--- src/rtl/ttc_gen.sv ---
// TTC command generator: free-running LHC bunch/orbit counters with BC0, resync
// and spacing-checked L1A strobes, all registered.
module ttc_gen #(
  parameter int                MXBXN        = 12,
  parameter logic [MXBXN-1:0]  LHC_CYCLE    = 12'd3564,
  parameter int                MXCNT        = 32,
  parameter int                L1A_MIN_GAP  = 4,
  parameter int                RESYNC_QUIET = 16
) (
  input  logic             clock,
  input  logic             reset,
  input  logic             enable,
  input  logic [MXBXN-1:0] bx0_phase,
  input  logic             resync_req,
  input  logic [MXBXN-1:0] resync_bx,
  input  logic             l1a_req,
  output logic             ttc_bx0,
  output logic             ttc_resync,
  output logic             ttc_l1a,
  output logic             resync_busy,
  output logic             l1a_drop,
  output logic [MXBXN-1:0] gen_bxn,
  output logic [MXCNT-1:0] gen_orbit,
  output logic [MXCNT-1:0] l1a_count
);

  localparam int GW = $clog2(L1A_MIN_GAP + 1);
  localparam int QW = (RESYNC_QUIET > 1) ? $clog2(RESYNC_QUIET) : 1;
  localparam logic [MXBXN-1:0] BXN_LAST   = MXBXN'(LHC_CYCLE - 1);
  localparam logic [GW-1:0]    GAP_MAX    = GW'(L1A_MIN_GAP);
  localparam logic [QW-1:0]    QUIET_LAST = QW'(RESYNC_QUIET - 1);

  typedef enum logic [1:0] {IDLE, RUN, RS_WAIT, RS_QUIET} state_t;

  state_t           state;
  logic [MXBXN-1:0] bx0_phase_r;
  logic [MXBXN-1:0] resync_bx_r;
  logic [GW-1:0]    gap_cnt;
  logic [QW-1:0]    quiet_cnt;

  logic [MXBXN-1:0] bx0_clip;
  logic [MXBXN-1:0] resync_clip;
  logic             bx0_hit;
  logic             rs_hit;
  logic             l1a_ok;

  always_comb begin
    bx0_clip    = (bx0_phase >= LHC_CYCLE) ? BXN_LAST : bx0_phase;
    resync_clip = (resync_bx >= LHC_CYCLE) ? BXN_LAST : resync_bx;
    bx0_hit     = (gen_bxn == bx0_phase_r);
    rs_hit      = (state == RS_WAIT) && (gen_bxn == resync_bx_r);
    // The clock that commits to RS_QUIET cannot accept an L1A: its strobe
    // would land inside the quiet window.
    l1a_ok      = (gap_cnt >= GAP_MAX) &&
                  ((state == RUN) || ((state == RS_WAIT) && !rs_hit));
  end

  always_ff @(posedge clock or posedge reset) begin
    if (reset) begin
      state       <= IDLE;
      bx0_phase_r <= '0;
      resync_bx_r <= '0;
      gap_cnt     <= '0;
      quiet_cnt   <= '0;
      gen_bxn     <= '0;
      gen_orbit   <= '0;
      l1a_count   <= '0;
      ttc_bx0     <= 1'b0;
      ttc_resync  <= 1'b0;
      ttc_l1a     <= 1'b0;
      resync_busy <= 1'b0;
      l1a_drop    <= 1'b0;
    end else begin
      bx0_phase_r <= bx0_clip;
      resync_bx_r <= resync_clip;
      ttc_bx0     <= 1'b0;
      ttc_resync  <= 1'b0;
      ttc_l1a     <= 1'b0;
      l1a_drop    <= 1'b0;

      if (!enable) begin
        state       <= IDLE;
        gen_bxn     <= '0;
        resync_busy <= 1'b0;
        gap_cnt     <= '0;
        quiet_cnt   <= '0;
        l1a_drop    <= l1a_req;
      end else begin
        if (state != IDLE) begin
          if (gen_bxn == BXN_LAST) begin
            gen_bxn <= '0;
            if (gen_orbit != '1) gen_orbit <= gen_orbit + 1'b1;
          end else begin
            gen_bxn <= gen_bxn + 1'b1;
          end
        end

        if (gap_cnt != GAP_MAX) gap_cnt <= gap_cnt + 1'b1;

        if (l1a_req) begin
          if (l1a_ok) begin
            ttc_l1a <= 1'b1;
            gap_cnt <= GW'(1);
            if (l1a_count != '1) l1a_count <= l1a_count + 1'b1;
          end else begin
            l1a_drop <= 1'b1;
          end
        end

        // Later assignments in this case override the free-running updates above.
        case (state)
          IDLE: begin
            state   <= RUN;
            gap_cnt <= '0;
          end
          RUN: begin
            ttc_bx0 <= bx0_hit;
            if (resync_req) begin
              state       <= RS_WAIT;
              resync_busy <= 1'b1;
            end
          end
          RS_WAIT: begin
            if (rs_hit) begin
              state      <= RS_QUIET;
              ttc_resync <= 1'b1;
              gen_bxn    <= '0;
              gen_orbit  <= '0;
              l1a_count  <= '0;
              quiet_cnt  <= '0;
            end else begin
              ttc_bx0 <= bx0_hit;
            end
          end
          RS_QUIET: begin
            if (quiet_cnt == QUIET_LAST) begin
              state       <= RUN;
              resync_busy <= 1'b0;
              gap_cnt     <= '0;
            end else begin
              quiet_cnt <= quiet_cnt + 1'b1;
            end
          end
          default: state <= IDLE;
        endcase
      end
    end
  end

endmodule
--- config.mk ---
export PLATFORM = sky130hd
export DESIGN_NAME = ttc_gen
export DESIGN_NICKNAME = d
export VERILOG_FILES = /design/src/rtl/ttc_gen.sv
export SDC_FILE = /design/constraint.sdc
export NUM_CORES = 1
export LEC_CHECK = 0
export ABC_AREA = 1
export BUFFER_PORTS_ARGS = -buffer_cell sky130_fd_sc_hd__buf_2
export CORE_AREA = 2 2 102 153
export DETAILED_ROUTE_END_ITERATION = 10
export DIE_AREA = 0 0 104 155
export GPL_TIMING_DRIVEN = 0
export PLACE_DENSITY_LB_ADDON = 0.05
export RECOVER_POWER = 100
export SLEW_MARGIN = 20
export SYNTH_ARGS = -nofsm -noshare
export SYNTH_HDL_FRONTEND = slang
export SYNTH_SLANG_ARGS = --single-unit
--- constraint.sdc ---
create_clock -name clock -period 4 [get_ports clock]
set_clock_uncertainty 0.2 [all_clocks]
set_input_delay 0.2 -clock clock [delete_from_list [all_inputs] [get_ports clock]]
set_output_delay 0.2 -clock clock [all_outputs]
set_load 0.03 [all_outputs]
==> metrics <==
postcts setup bufs 0; later-pin clock latency in the skew report roughly 410 ps; slowest stage delay, CP roughly 750 ps; share of flip-flops with an asynchronous set or reset 100%; clock buffer depth 2; Seq cells post-synth 114; Post-Place Worst Slack 1250 ps; GRT Total Usage 23.2%; Nets 1,086; PwrDens 413 nW/um2; CTS tree done; PostCTS Resize Cnt 0; Setup TNS 0 ps; multiplexer share of the synthesized area 0%; Synth Area in Compound Gates a little over 8%; Peak VDD IR between 200 and 300 uV; vias in the first global route 6,205; register area share after synthesis 43.8%; Tot Pwr approximately 3.3 mW; H-Tree Depth 4; routed len/inst 14.3 um; fmax around 320 MHz; placed insts 1,200; first-pass GRT wire length approximately 30,000 um; main combinational cell family by area after synthesis simple AND/OR/NAND/NOR gates; YS warnings 0; Critical Path Slowest Stage Cell nor4_1; vias per cell 4.95; Setup crit end kind flip-flop; critical-path cell list inv_1 > ha_1 > inv_1 > nand3_1 > nor4_1 > nand2_2 > inv_2 > nand2_1 > nor2_1 > nand3_1 > nand2_1 > nor2_1; WL final ~18,000 um; DRT iter0 DRCs about 250; WP data required 4100 ps; RSZ-0062 raised after global routing false; Comb power frac 15.5%; io pins 110; Hold-fix buffers, CTS 27; sequential share of power between 30% and 40%; Simple-Gate Fraction of Synth Area about 35%; Int Pwr 2.35 mW; HPWL after DPL 13,300 um; adder-cell area share of the yosys netlist under 10%; Clk pwr share 45.6%; drt first pass iters 5; XOR/XNOR Fraction of Synth Area 2.55%; # DRC 0; fin crit share 78.2%; max_cap viols 0; crit path DAT 3230 ps; Critical Path Fanout Max 5; syn_nets 930; Synth Area per Inst 7.32 um2; total CTS buffers 17; Initial Util 43.9%; Min Hold Slack between 100 and 150 ps; Yosys cell types 40; post-synth top area cell dfrtp_1; grt total ovfl 0; fin. max-slew vios 0; crit path kind flip-flop to flip-flop; Post-Syn Instances 891; GPL Wtd Cong 0.902; P_sw approximately 980 uW; min Tclk post-route 3130 ps; # diodes 0; total vias in the final route 6,235; # setup viols final 0; setup ws final about 870 ps; initial antenna violation count 0; status finished clean; most area-consuming cells after synthesis dfrtp_1 (44%), nand2_1 (13%), nor2_1 (7.9%); Die H ~160 um; largest net degree at the start of global routing 73; area of the die 16,100 um2; row cnt 55; layout cells sized above 1 9.53%; number of synthesized flops with an enable pin 0; CTS sink cnt 114; Area growth syn-to-layout 23.6%; Worst Tran Pin Value roughly 850 ps; Post-DRT Antenna Nets 0; Netlist Area Pre-Place 6520 um2; Finished Layout Cells 1,259; share of the synthesized area in the top cell type 43.8%; Fin. Hold Viols 0; Core ar. 14,900 um2; clk root buf clkbuf_16; Die X ~100 um; switching power share of the total 29.5%; Leak 3.96 nW; PortBufs 109; CTS clk-pin slew, worst paths 60 ps; HP Class input port to flip-flop; Slew headroom 42.7%; ys flop type dfrtp_1; Startpoint Class flip-flop
-- critical path, delay by kind of cell, from the launching register on --
| kind | cells | cell delay, ps |
|---|---|---|
| buf+inv | 3 | 450 |
| flops | 1 | 410 |
| simple gates | 8 | 1690 |
| fa+ha+maj | 1 | 260 |
-- cell usage after synthesis, types with 3 or more instances --
| library cell | number |
|---|---|
| o21a_1 | 5 |
| a31oi_1 | 3 |
| o21ai_0 | 28 |
| or2_2 | 12 |
| nand2_2 | 4 |
| a21oi_1 | 52 |
| clkbuf_1 | 6 |
| nor4_1 | 9 |
| buf_2 | 8 |
| dfrtp_1 | 114 |
| nor2_4 | 5 |
| nand4_1 | 15 |
| nand3_1 | 59 |
| xor2_1 | 10 |
| nor3b_1 | 3 |
| xnor2_1 | 9 |
| nand3_2 | 4 |
| nor2_1 | 137 |
| nor2_2 | 6 |
| ha_1 | 10 |
| inv_2 | 7 |
| buf_6 | 5 |
| inv_1 | 119 |
| nor3_1 | 22 |
| nand2_1 | 220 |
-- power by group through the flow --
| stage | Clock (mW) | Sequential (mW) | Combinational (mW) |
|---|---|---|---|
| after floorplan | 0 | 1.36 | 0.308 |
| after global placement | 0 | 1.31 | 0.519 |
| after detailed placement | 0 | 1.31 | 0.529 |
| after CTS | 1.55 | 1.29 | 0.550 |
| after global routing | 1.60 | 1.30 | 0.581 |
| final | 1.52 | 1.30 | 0.516 |
-- sequential cells by signal (all words and copies together), names as in the netlist --
| register | count |
|---|---|
| gap_cnt | 3 |
| bx0_phase_r | 12 |
| gen_orbit | 32 |
| gen_bxn | 12 |
| resync_bx_r | 12 |
| ttc_l1a | 1 |
| state | 2 |
| ttc_bx0 | 1 |
| quiet_cnt | 4 |
| ttc_resync | 1 |
| l1a_count | 32 |
| resync_busy | 1 |
| l1a_drop | 1 |
-- cell families after synthesis --
logic type      count (synthesis)
flops                         114
compound gates                 97
buf+inv                       145
xor+xnor                       19
simple gates                  506
fa+ha+maj                      10
-- metrics by stage --
stage	instance area (um2)	utilization [%]
6_report	8060	54.2
5_1_grt	8060	54.2
4_1_cts	8220	55.3
3_5_place_dp	7350	49.4
3_3_place_gp	7310	49.2
2_1_floorplan	6520	-
-- cells in the final DEF (no fill, tap or decap), types with 27 or more instances in the layout --
master	count
a21oi_1	52
buf_2	29
clkbuf_1	94
dfrtp_1	114
dlygate4sd3_1	27
inv_1	120
nand2_1	222
nand3_1	61
nor2_1	139
o21ai_0	28
-- final timing paths --
check / from / end / slack [ps] / cells past startpoint
max: state[0] / gen_orbit[22] / 870 / 12
min: resync_req / state[0] / 130 / 6
max reg2reg: state[0] / gen_orbit[22] / 870 / 12
min reg2reg: gen_orbit[3] / gen_orbit[3] / 310 / 1
max in group asynchronous: reset / gen_orbit[15] / 2670 / 4
min in group asynchronous: reset / quiet_cnt[1] / 270 / 3
-- metal layers --
| layer | GRT usage [%] | up-vias | wire length, um |
|---|---|---|---|
| li1 | - | 3154 | - |
| met1 | 25.5 | 2904 | 7130 |
| met2 | 43.6 | 141 | 9730 |
| met3 | 4.02 | 36 | 628 |
| met4 | 10.2 | 0 | 477 |
| met5 | 0 | - | 0 |
-- final cells by class --
cell class	instances	area (um2)
inverter	126	478
clock inverter	12	133
buffer	19	116
tap	199	249
fill	1539	6800
sequential	114	2850
multi-input combinational	632	3030
timing repair buffer	137	736
clock buffer	20	467
Note: power is estimated with default switching activity, not from simulation.
